===== config.mk =====
export PLATFORM = sky130hd
export DESIGN_NAME = bus_cycle_flat
export DESIGN_NICKNAME = d
export VERILOG_FILES = /design/src/rtl/bus_cycle_if.sv /design/src/rtl/bus_cycle.sv /design/src/flat_wrapper.sv
export SDC_FILE = /design/constraint.sdc
export NUM_CORES = 1
export LEC_CHECK = 0
export CORE_MARGIN = 5
export CORE_UTILIZATION = 39
export CTS_CLUSTER_SIZE = 14
export DETAILED_ROUTE_END_ITERATION = 10
export GPL_ROUTABILITY_DRIVEN = 0
export PLACE_DENSITY = 0.82
export SLEW_MARGIN = 20
export SYNTH_ARGS = -nofsm -noshare
export SYNTH_HDL_FRONTEND = slang
export SYNTH_SLANG_ARGS = --single-unit
export TNS_END_PERCENT = 10

===== constraint.sdc =====
create_clock -name clk -period 1.7 [get_ports clk]
set_clock_uncertainty 0.15 [all_clocks]
set_input_delay 0.34 -clock clk [delete_from_list [all_inputs] [get_ports clk]]
set_output_delay 0.34 -clock clk [all_outputs]
set_load 0.01 [all_outputs]

===== src/rtl/bus_cycle_if.sv =====
// bus_cycle_if: memory/iopage bus between the bus cycle sequencer and the
// memory or device that answers it.
//
//   mem_req    request, held until ack or timeout
//   mem_we     write strobe, valid with mem_req
//   mem_be     byte enables [1]=high byte, [0]=low byte, valid with mem_req
//   mem_addr   22-bit word address (bit 0 always 0)
//   mem_wdata  write data, byte writes replicated on both lanes
//   mem_ack    one-cycle acknowledge from the responder
//   mem_rdata  read data, valid with mem_ack
//
// master: the sequencer side. slave: the memory/device side.
interface bus_cycle_if;
   logic        mem_req;
   logic        mem_we;
   logic [1:0]  mem_be;
   logic [21:0] mem_addr;
   logic [15:0] mem_wdata;
   logic        mem_ack;
   logic [15:0] mem_rdata;

   modport master (
      output mem_req, mem_we, mem_be, mem_addr, mem_wdata,
      input  mem_ack, mem_rdata
   );

   modport slave (
      input  mem_req, mem_we, mem_be, mem_addr, mem_wdata,
      output mem_ack, mem_rdata
   );
endinterface


===== src/rtl/bus_cycle.sv =====
// bus_cycle: runs one request/acknowledge cycle per CPU data access, using the
// physical address and abort/trap status produced by the MMU.
// Odd word addresses and MMU aborts complete at once without touching the bus.
// A request left unanswered for TIMEOUT cycles completes with a non-existent
// memory (NXM) error.
//
// Ports
//   clk, reset      system clock, synchronous active-high reset
//   req_rd, req_wr  CPU read/write request, sampled in IDLE only (write wins)
//   req_byte        byte (1) or word (0) access
//   cpu_pa          22-bit physical address from the MMU
//   cpu_wdata       write data, byte writes use [7:0]
//   mmu_abort       MMU abort for this request
//   mmu_trap        MMU trap (non-aborting) for this request
//   bus             memory bus, master side (see bus_cycle_if)
//   busy            sequencer not idle
//   done            one-cycle completion pulse
//   rdata           read result, held until the next completed read
//   err_odd         odd word address, valid with done
//   err_abort       MMU abort, valid with done
//   err_nxm         bus timeout, valid with done
//   trap_req        MMU trap to take after the instruction, valid with done
module bus_cycle #(
   parameter int unsigned TIMEOUT = 16,  // 2..255
   parameter int unsigned CNT_W   = 8
) (
   input  logic               clk,
   input  logic               reset,
   input  logic               req_rd,
   input  logic               req_wr,
   input  logic               req_byte,
   input  logic [21:0]        cpu_pa,
   input  logic [15:0]        cpu_wdata,
   input  logic               mmu_abort,
   input  logic               mmu_trap,
   bus_cycle_if.master        bus,
   output logic               busy,
   output logic               done,
   output logic [15:0]        rdata,
   output logic               err_odd,
   output logic               err_abort,
   output logic               err_nxm,
   output logic               trap_req
);

   typedef enum logic [1:0] {
      IDLE   = 2'd0,
      ACCESS = 2'd1,
      DONE   = 2'd2
   } state_t;

   // Counter value in the last cycle an ack is still accepted.
   localparam logic [CNT_W-1:0] CNT_LAST = CNT_W'(TIMEOUT - 1);

   state_t           state_q, state_d;
   logic             start;       // latch a new request this cycle
   logic             fail_odd;
   logic             fail_abort;
   logic             fail_nxm;
   logic             ack_ok;
   logic [CNT_W-1:0] cnt_q;
   logic [21:0]      addr_q;
   logic [15:0]      wdata_q;
   logic             we_q;
   logic [1:0]       be_q;
   logic             trap_pend;
   logic             lane_hi;     // byte access targets the high lane
   logic             byte_q;

   // NOTE: sequential state uses non-blocking assignments so every register
   // samples the values from before the edge.
   always_ff @(posedge clk) begin
      if (reset) state_q <= IDLE;
      else       state_q <= state_d;
   end

   // NOTE: every signal written here gets a default first, so no path can
   // leave it unassigned and infer a latch.
   always_comb begin
      state_d    = state_q;
      start      = 1'b0;
      fail_odd   = 1'b0;
      fail_abort = 1'b0;
      fail_nxm   = 1'b0;
      ack_ok     = 1'b0;
      unique case (state_q)
         IDLE: begin
            if (req_rd || req_wr) begin
               // Odd word address is checked before the MMU abort.
               if (cpu_pa[0] && !req_byte) begin
                  fail_odd = 1'b1;
                  state_d  = DONE;
               end else if (mmu_abort) begin
                  fail_abort = 1'b1;
                  state_d    = DONE;
               end else begin
                  start   = 1'b1;
                  state_d = ACCESS;
               end
            end
         end
         ACCESS: begin
            // An ack in the timeout cycle still wins.
            if (bus.mem_ack) begin
               ack_ok  = 1'b1;
               state_d = DONE;
            end else if (cnt_q == CNT_LAST) begin
               fail_nxm = 1'b1;
               state_d  = DONE;
            end
         end
         DONE:    state_d = IDLE;
         default: state_d = IDLE;
      endcase
   end

   // NOTE: the latched request and result registers are reset as well, so
   // every output reads 0 straight out of reset.
   always_ff @(posedge clk) begin
      if (reset) begin
         cnt_q     <= '0;
         addr_q    <= '0;
         wdata_q   <= '0;
         we_q      <= 1'b0;
         be_q      <= '0;
         trap_pend <= 1'b0;
         lane_hi   <= 1'b0;
         byte_q    <= 1'b0;
         rdata     <= '0;
         err_odd   <= 1'b0;
         err_abort <= 1'b0;
         err_nxm   <= 1'b0;
         trap_req  <= 1'b0;
      end else begin
         if (start) begin
            addr_q    <= {cpu_pa[21:1], 1'b0};
            we_q      <= req_wr;
            be_q      <= req_byte ? (cpu_pa[0] ? 2'b10 : 2'b01) : 2'b11;
            wdata_q   <= req_byte ? {2{cpu_wdata[7:0]}} : cpu_wdata;
            trap_pend <= mmu_trap;
            lane_hi   <= cpu_pa[0];
            byte_q    <= req_byte;
            cnt_q     <= '0;
         end else if (state_q == ACCESS) begin
            cnt_q <= cnt_q + CNT_W'(1);
         end

         if (ack_ok && !we_q) begin
            if (byte_q) rdata <= {8'h00, lane_hi ? bus.mem_rdata[15:8] : bus.mem_rdata[7:0]};
            else        rdata <= bus.mem_rdata;
         end

         // Status is registered on the transition into DONE and dropped on
         // the following edge, so it is only ever high alongside done.
         err_odd   <= fail_odd;
         err_abort <= fail_abort;
         err_nxm   <= fail_nxm;
         trap_req  <= ack_ok & trap_pend;
      end
   end

   assign busy          = (state_q != IDLE);
   assign done          = (state_q == DONE);
   assign bus.mem_req   = (state_q == ACCESS);
   assign bus.mem_we    = bus.mem_req & we_q;
   assign bus.mem_be    = bus.mem_req ? be_q : 2'b00;
   assign bus.mem_addr  = addr_q;
   assign bus.mem_wdata = wdata_q;

endmodule


===== src/flat_wrapper.sv =====
// flat-port wrapper written by rule: the top's interface ports become plain ports
module bus_cycle_flat 
#(
   parameter int unsigned TIMEOUT = 16,           
   parameter int unsigned CNT_W   = 8
)
  (clk, reset, req_rd, req_wr, req_byte, cpu_pa, cpu_wdata, mmu_abort, mmu_trap, busy, done, rdata, err_odd, err_abort, err_nxm, trap_req, bus_mem_req, bus_mem_we, bus_mem_be, bus_mem_addr, bus_mem_wdata, bus_mem_ack, bus_mem_rdata);
  bus_cycle_if bus_i ();
  input  logic clk;
  input  logic reset;
  input  logic req_rd;
  input  logic req_wr;
  input  logic req_byte;
  input  logic [21:0] cpu_pa;
  input  logic [15:0] cpu_wdata;
  input  logic mmu_abort;
  input  logic mmu_trap;
  output logic busy;
  output logic done;
  output logic [15:0] rdata;
  output logic err_odd;
  output logic err_abort;
  output logic err_nxm;
  output logic trap_req;
  output wire logic [$bits(bus_i.mem_req)-1:0] bus_mem_req;
  output wire logic [$bits(bus_i.mem_we)-1:0] bus_mem_we;
  output wire logic [$bits(bus_i.mem_be)-1:0] bus_mem_be;
  output wire logic [$bits(bus_i.mem_addr)-1:0] bus_mem_addr;
  output wire logic [$bits(bus_i.mem_wdata)-1:0] bus_mem_wdata;
  input wire logic [$bits(bus_i.mem_ack)-1:0] bus_mem_ack;
  input wire logic [$bits(bus_i.mem_rdata)-1:0] bus_mem_rdata;
  assign bus_mem_req = bus_i.mem_req;
  assign bus_mem_we = bus_i.mem_we;
  assign bus_mem_be = bus_i.mem_be;
  assign bus_mem_addr = bus_i.mem_addr;
  assign bus_mem_wdata = bus_i.mem_wdata;
  assign bus_i.mem_ack = bus_mem_ack;
  assign bus_i.mem_rdata = bus_mem_rdata;
  bus_cycle #(.TIMEOUT(TIMEOUT), .CNT_W(CNT_W)) u_core (.clk(clk), .reset(reset), .req_rd(req_rd), .req_wr(req_wr), .req_byte(req_byte), .cpu_pa(cpu_pa), .cpu_wdata(cpu_wdata), .mmu_abort(mmu_abort), .mmu_trap(mmu_trap), .bus(bus_i), .busy(busy), .done(done), .rdata(rdata), .err_odd(err_odd), .err_abort(err_abort), .err_nxm(err_nxm), .trap_req(trap_req));
endmodule

==> run metrics, run 1 <==
core box area=approximately 7800 µm²; Arr. time, crit path=1.83 ns; hpwl dp=roughly 6300 µm; Syn Nets=419; antenna violations before repair=0; Post-DP Area=4654 µm²; CTS H-Tree Depth=3; failing checks=negative setup slack; Tightest Hold Check Type=in -> reg; mux cell area share after synthesis=15.93%; final wirelength=~8500 µm; crit share post-route=102.5%; Pleak=2.124 nW; Ant. Diodes=0; Die Wd=between 90 and 100 µm; Synth cell types=41; # IOs=around 130; nature of the critical path endpoint=flop; # DRC=0; Synth Area in Compound Gates=~7.8%; hold_ws=about 0.3 ns; ratio of cells with drive above 1 in the final layout=between 10 and 15%; Final Max Tran Viols=0; synth top area cells=dfxtp_1 46%, mux2i_1 13%, nand2_1 12%; DR vias=2939; startpoint types=input pin; largest net degree at the start of global routing=57; adder-cell share of the synthesized area=0.3973%; largest family of logic cells by synthesized area=simple AND/OR/NAND/NOR gates; #FFs+latches synth=73; Max Fclk=0.5740 GHz; xor/xnor share of the synthesized area=0.5562%; CTS sink cnt=73; nets=557; first-pass GRT wire length=13390 µm; Area growth syn-to-layout=53.24%; Core Rows=32; vias in the first global route=2909; leading area contributor after synthesis=dfxtp_1; hold_buf cts=0; Reg2Reg Setup Slack=-0.02 ns; CP Max Fanout=3; Setup crit start=cpu_pa[0]; post-route setup TNS=-0.04710 ns; Clk Latency, worst-skew pair=between 0.3 and 0.4 ns; Post-DRT Antenna Nets=0; Worst Setup EP=u_core.be_q[1]; total power=3.960 mW; Tmin final=about 1.7 ns; Setup CP Type=in -> reg; GRT Util Overall=16.29%; Vias/cell=between 4 and 5; DR iter-0 viols=roughly 110; PwrDens=820.5 nW/µm²; Non-Filler Instances=601; Worst IR Drop VDD=around 430 µV; post-synth top area share=46.40%; R2R Path End=u_core.be_q[1]; Final WS setup=-0.04221 ns; Post-Synthesis Cells=356; post-route cell area=4826 µm²; CTS tree=built; RSZ-0062 raised after global routing=yes; Clk pin slew, worst setup/hold paths=0.09 ns; Initial Utilization=40.34%; Seq/Total Area, Yosys=46.40%; Hold Crit Start=req_wr; fillers=694; final hold violation count=0; CTS Buf Count=9; final setup vio count=2; Ys Warns=0; Synth Area in Simple Gates=23.96%; Mapped Avg Cell Area=8.846 µm²; DR pass1 iterations=4; Total Die Area=9972 µm²; Die Ht=99.86 µm; Inst Count DP=between 500 and 600; status=finished, violations left; clk buf depth=2; clk root buf=clkbuf_8; gr ovfl total=0; PortBufs=roughly 120; Max Cap Viol=0; Register-to-Register Path Depth=5; average wire per standard cell=14.11 µm; Post-Syn Area=3149 µm²; origin of the critical flop-to-flop path=u_core.state_q[1]; Crit path required time=1.79 ns
## registers in the layout, indices dropped and copies added, names as in the netlist
register and flops:
u_core.err_nxm 1, u_core.byte_q 1, u_core.lane_hi 1, u_core.trap_pend 1, u_core.state_q 2, u_core.bus.mem_addr 21
u_core.be_q 2, u_core.trap_req 1, u_core.we_q 1, u_core.cnt_q 8, u_core.err_abort 1, u_core.bus.mem_wdata 16
u_core.err_odd 1, u_core.rdata 16
## worst min-delay path by stage
stage / depth (start not counted) / endpoint / slack [ns]
2_1_floorplan: 2 / u_core.trap_req / 0.26
3_3_place_gp: 2 / u_core.bus.mem_wdata[5] / 0.29
3_5_place_dp: 2 / u_core.bus.mem_addr[9] / 0.30
4_1_cts: 3 / u_core.we_q / 0.28
5_1_grt: 3 / u_core.we_q / 0.31
6_report: 3 / u_core.we_q / 0.29
## worst max-delay path, stage by stage
cell	delay [ns]
clkdlybuf4s50_1	0.41
nor2b_2	0.19
or4_4	0.53
o311a_1	0.36
## timing repair
action	in CTS	in global routing
resized for setup	83	13
setup buffers	3	0
endpoints found under the setup margin	103	29
pin swaps	4	1
## cells by family (layout without fill, tap and decap cells)
logic type                 count (synthesis)  after routing
and+or+nand+nor                          161            161
DFF                                       73             73
muxes                                     49             49
AOI/OAI and AO/OA                         36             36
buffers and inverters                     33            176
xor gates and xnor gates                   2              2
adders and majority gates                  1              1
other                                      1              1
## Yosys cell counts
library cell / instances
a21oi_1: 17
a311o_1: 1
a311oi_1: 8
and2_1: 3
and4bb_2: 1
buf_1: 2
buf_2: 2
buf_4: 4
buf_6: 1
clkbuf_1: 15
conb_1: 1
dfxtp_1: 73
ha_1: 1
inv_1: 7
inv_2: 1
inv_4: 1
mux2_2: 9
mux2i_1: 40
nand2_1: 102
nand2b_1: 2
nand3_1: 10
nand3b_1: 9
nand4_1: 2
nand4b_1: 1
nand4bb_1: 1
nor2_1: 14
nor2_4: 1
nor2b_1: 3
nor3_1: 1
nor4_1: 4
nor4_4: 1
o211a_1: 1
o21ai_0: 4
o311a_1: 1
o31ai_1: 1
o41ai_1: 2
o41ai_2: 1
or3_1: 4
or4_1: 1
or4_4: 1
xnor2_1: 2
## metrics by stage
| stage | setup slack [ns] | utilization [%] |
|---|---|---|
| CTS | -0.08343 | 61.41 |
| global placement | -0.3361 | 59.62 |
| floorplan | -0.05946 | - |
| global route | -0.05692 | 61.81 |
| finish | -0.04221 | 61.81 |
| detailed placement | -0.3815 | 59.62 |
## per-layer routing
layer | share of wire, % | wire, µm | global-route usage (%) | vias to the layer above
met4 | 0.90 | 76 | 5.462 | 0
met3 | 7.0 | 596 | 5.073 | 8
li1 | - | - | - | 1486
met2 | 50 | 4258 | 28.53 | 86
met1 | 42 | 3549 | 18.76 | 1359
met5 | 0 | 0 | 0 | -
## report_power, final
| group | total (mW) | switching (mW) | leakage (nW) | internal, mW |
|---|---|---|---|---|
| Combinational | 0.724 | 0.319 | 1.42 | 0.405 |
| Sequential | 1.85 | 0.0512 | 0.595 | 1.80 |
| Clock | 1.39 | 0.666 | 0.107 | 0.724 |
## cell type report
| type | count | area [µm²] | area share (%) |
|---|---|---|---|
| clock inverters | 6 | 66.31 | 1.374 |
| well taps | 102 | 127.6 | 2.645 |
| flip-flops and latches | 73 | 1466 | 30.39 |
| clock buffers | 10 | 137.6 | 2.852 |
| inverters | 9 | 38.79 | 0.8037 |
| repair buffers | 151 | 1428 | 29.58 |
| multi-input cells | 250 | 1562 | 32.36 |
## placed cells by master (no fill, tap or decap), types with 5 or more instances in the layout
cell and n:
buf_4 21, nor2_1 12, buf_12 5, nand3b_1 9
nand2_1 102, inv_1 6, dlygate4sd2_1 57, a21oi_1 17
nand3_1 10, clkbuf_8 10, mux2i_1 40, a311oi_1 8
dfxtp_1 71, clkdlybuf4s50_1 61, mux2_2 9
Power figures use the tool's default switching activity.
==> run 2: changes to the inputs <==
Settings changed: CORE_ASPECT_RATIO from default to 0.7.
==> run metrics, run 2 (synthesis results as in run 1) <==
Hold Path Depth=2; Non-Filler Instances=607; status=finished, violations left; crit share post-route=101.7%; startpoint types=flop; CTS tree=built; NetSw=1.101 mW; clk buf depth=2; post-route cell area=5029 µm²; # IOs=approximately 130; DR iter-0 viols=193; Die Ht=between 80 and 90 µm; average wire per standard cell=15.10 µm; Initial Utilization=40.01%; failing checks=negative setup slack; final wirelength=9165 µm; vias in the first global route=approximately 3000; Die Wd=roughly 120 µm; CP Max Fanout=8; Clk Latency, worst-skew pair=0.33 ns; gr ovfl total=0; most common cell after layout, fill and taps aside=nand2_1; core box area=7871 µm²; Arr. time, crit path=1.80 ns; GRT Util Overall=~18%; Area growth syn-to-layout=59.67%; Tmin final=~1.7 ns; CTS H-Tree Depth=3; Total Die Area=10000 µm²; Core Rows=27; Max Cap Viol=0; Tightest Hold Check Type=reg -> reg; Setup CP Type=reg -> reg; first-pass GRT wire length=14520 µm; Power Internal=3.551 mW; DR vias=3067; antenna violations before repair=0; commonest cells after routing, fill and taps aside=102 x nand2_1, 71 x dfxtp_1, 64 x clkdlybuf4s50_1; Vias/cell=5.053; DR pass1 iterations=4; final setup vio count=15; Post-DP Area=4686 µm²; clk root buf=clkbuf_16; Final Max Tran Viols=0; Post-DRT Antenna Nets=0; Max Fclk=0.5785 GHz; post-route setup TNS=-0.1915 ns; # DRC=0; Inst Count DP=a little under 600; Pleak=2.279 nW; Final WS setup=-0.02863 ns; PortBufs=about 120; Register-to-Register Path Depth=6; max reg flops=21; clock share of power=43.9%; nature of the critical path endpoint=flop; switching share of power=23.66%; final hold violation count=0; RSZ-0062 raised after global routing=yes; Comb pwr share=~16%; largest net degree at the start of global routing=55; Clk pin slew, worst setup/hold paths=0.06 ns; Worst IR Drop VDD=767.0 µV; ratio of cells with drive above 1 in the final layout=15.61%; Crit path required time=1.77 ns; CTS sink cnt=73; hpwl dp=6739 µm; sequential share of power=39.7%; Ant. Diodes=0; PwrDens=925.0 nW/µm²; CTS Buf Count=9; nets=564; hold_ws=roughly 0.30 ns
[run 2: worst paths after layout]
| check | start | to | slack, ns |
|---|---|---|---|
| min reg2reg | u_core.rdata[15] | u_core.rdata[15] | 0.30 |
| min | u_core.rdata[15] | u_core.rdata[15] | 0.30 |
| max | u_core.state_q[1] | u_core.bus.mem_wdata[9] | -0.03 |
| max reg2reg | u_core.state_q[1] | u_core.bus.mem_wdata[9] | -0.03 |
[run 2: metal layers]
layer / global-route usage [%] / vias up / wire (µm)
met3: 7.995 / 16 / 717
met4: 5.058 / 0 / 131
met2: 28.59 / 101 / 4264
met1: 21.29 / 1452 / 4052
met5: 0 / - / 0
li1: - / 1498 / -
[run 2: area by class of cell]
class	count	area, µm²
multi-input combinational	250	1558
fill	669	2843
clock buffer	11	242.7
timing repair buffer	158	1520
sequential	73	1466
tap	101	126.4
clock inverter	5	78.83
inverter	9	36.28
[run 2: power by group through the flow]
stage	clock network, mW	logic, mW	registers [mW]
final	2.04	0.763	1.85
after global placement	0	0.756	1.88
after detailed placement	0	0.772	1.89
after floorplan	0	0.299	1.91
after CTS	2.08	0.733	1.85
after global routing	2.16	0.821	1.86
[run 2: repair_timing]
action	in CTS	in global routing
setup buffers	0	1
setup endpoints to repair	66	44
hold buffers	0	0
gates cloned	0	2
pin swaps	0	1
gates resized for setup	76	13
[run 2: worst max-delay path, stage by stage, from the launching register on]
cell and delay, ns:
dfxtp_2 0.33, buf_6 0.12, nor2_4 0.11, inv_4 0.07, or4_4 0.54, buf_8 0.17, mux2i_1 0.12
[run 2: through the flow]
step	setup slack, ns	power (mW)	utilization, %
6_report	-0.02863	4.652	63.88
5_1_grt	-0.08647	4.840	63.88
4_1_cts	-0.03337	4.662	62.84
3_5_place_dp	-0.3862	2.658	59.53
3_3_place_gp	-0.3343	2.638	59.53
2_1_floorplan	-0.05946	2.212	-
==> run 3: changes to the inputs <==
Settings changed: REMOVE_ABC_BUFFERS from default to 1.
==> run metrics, run 3 (synthesis results as in run 1) <==
status=finished, violations left; failing checks=negative setup slack; Total Die Area=10000 µm²; CTS tree=built; DR vias=between 2000 and 3000; nature of the critical path endpoint=flop; post-place setup slack=-0.3558 ns; final setup vio count=9; Tmin final=1.725 ns; Die Ht=85.19 µm; Ant. Diodes=0; crit share post-route=101.5%; crit path max-delay cell type=or4_4; commonest cells after routing, fill and taps aside=102 x nand2_1, 71 x dfxtp_1, 64 x clkdlybuf4s50_1; fillers=671; core box area=7871 µm²; clk buf depth=2; Area growth syn-to-layout=59.83%; startpoint types=flop; # IOs=126; hpwl dp=6639 µm; Worst IR Drop VDD=442.5 µV; crit-path cells=buf_6 -> nor2_4 -> inv_4 -> or4_4 -> o311a_1; nets=roughly 560; DR iter-0 viols=approximately 120; Pleak=roughly 2.5 nW; final wirelength=8918 µm; Die Wd=117.4 µm; # DRC=0; max reg flops=21; total power=4.320 mW; Core Rows=27; Post-DP Area=4700 µm²; Setup CP Type=reg -> reg; Crit path required time=1.76 ns; Final Max Tran Viols=0; gr ovfl total=0; Post-DRT Antenna Nets=0; antenna violations before repair=0; Max Cap Viol=0; CTS sink cnt=73; Largest stage delay, worst path=approximately 0.52 ns; Max Fclk=0.5797 GHz; Inst Count DP=590; average wire per standard cell=14.69 µm; Hold Path Depth=2; Clk pin slew, worst setup/hold paths=0.06 ns; Arr. time, crit path=1.78 ns; Clk Latency, worst-skew pair=0.32 ns; Register-to-Register Path Depth=5; GRT Util Overall=17.61%; largest net degree at the start of global routing=29; DR pass1 iterations=4; CP Max Fanout=4; Final WS setup=-0.02499 ns; PortBufs=124; first-pass GRT wire length=approximately 15000 µm; CTS H-Tree Depth=3; clk root buf=clkbuf_16; hold_ws=between 0.3 and 0.4 ns; ratio of cells with drive above 1 in the final layout=between 10% and 20%; Initial Utilization=between 40 and 50%; Tightest Hold Check Type=reg -> reg; vias in the first global route=3093; final hold violation count=0; Vias/cell=4.906; RSZ-0062 raised after global routing=yes; Core Util, Final=a little under two thirds; post-route cell area=5034 µm²; Non-Filler Instances=607; PwrDens=858.2 nW/µm²; most common cell after layout, fill and taps aside=nand2_1; CTS Buf Count=9; post-route setup TNS=-0.1292 ns
==> run 3: cell types whose count changed in the layout (fill, tap and decap cells not counted), moves of 2 or more <==
cell,change
clkbuf_16,-2
buf_2,-2
bufinv_16,-2
mux2i_2,-3
mux2i_1,+3
dlymetal6s2s_1,+20
dlygate4sd2_1,-20
buf_6,+2
==> run 3: layer usage <==
layer / vias to the layer above / track usage [%] / wire length (µm) / part of all wire (%)
met5: - / 0 / 0 / 0
met4: 0 / 5.269 / 80 / 0.90
met3: 9 / 6.329 / 586 / 6.6
met2: 79 / 28.34 / 4166 / 47
met1: 1378 / 22.26 / 4084 / 46
li1: 1512 / - / - / -
==> run 3: critical path: cells and delay by family (launching register included) <==
kind	cells	cell delay [ns]
DFF	1	0.36
AOI/OAI and AO/OA	1	0.30
buffers and inverters	2	0.19
and+or+nand+nor	2	0.62
==> run 3: worst paths after layout <==
kind / start / endpoint / slack (ns)
worst max register to register: u_core.state_q[0] / u_core.be_q[1] / -0.02
worst min register to register: u_core.bus.mem_addr[9] / u_core.bus.mem_addr[9] / 0.30
worst max-delay path: u_core.state_q[0] / u_core.be_q[1] / -0.02
worst min-delay path: u_core.bus.mem_addr[9] / u_core.bus.mem_addr[9] / 0.30
==> run 3: report_power, final <==
part | total [mW] | internal, mW | switching, mW
combinational | 0.758 | 0.428 | 0.330
clock | 1.72 | 1.02 | 0.695
sequential | 1.84 | 1.80 | 0.0460
==> run 3: cell type report <==
class | instances | area (µm²) | area share (%)
inverters | 9 | 36.28 | 0.7209
well taps | 101 | 126.4 | 2.511
repair buffers | 158 | 1567 | 31.12
multi-input cells | 250 | 1564 | 31.07
clock buffers | 11 | 242.7 | 4.822
flip-flops and latches | 73 | 1466 | 29.13
clock inverters | 5 | 31.28 | 0.6214
==> run 3: what timing repair did <==
action	4_1_cts	5_1_grt
setup buffers	1	0
endpoints found under the hold margin	0	0
hold buffers	0	0
pin swaps	1	0
endpoints found under the setup margin	58	57
resized for setup	53	35
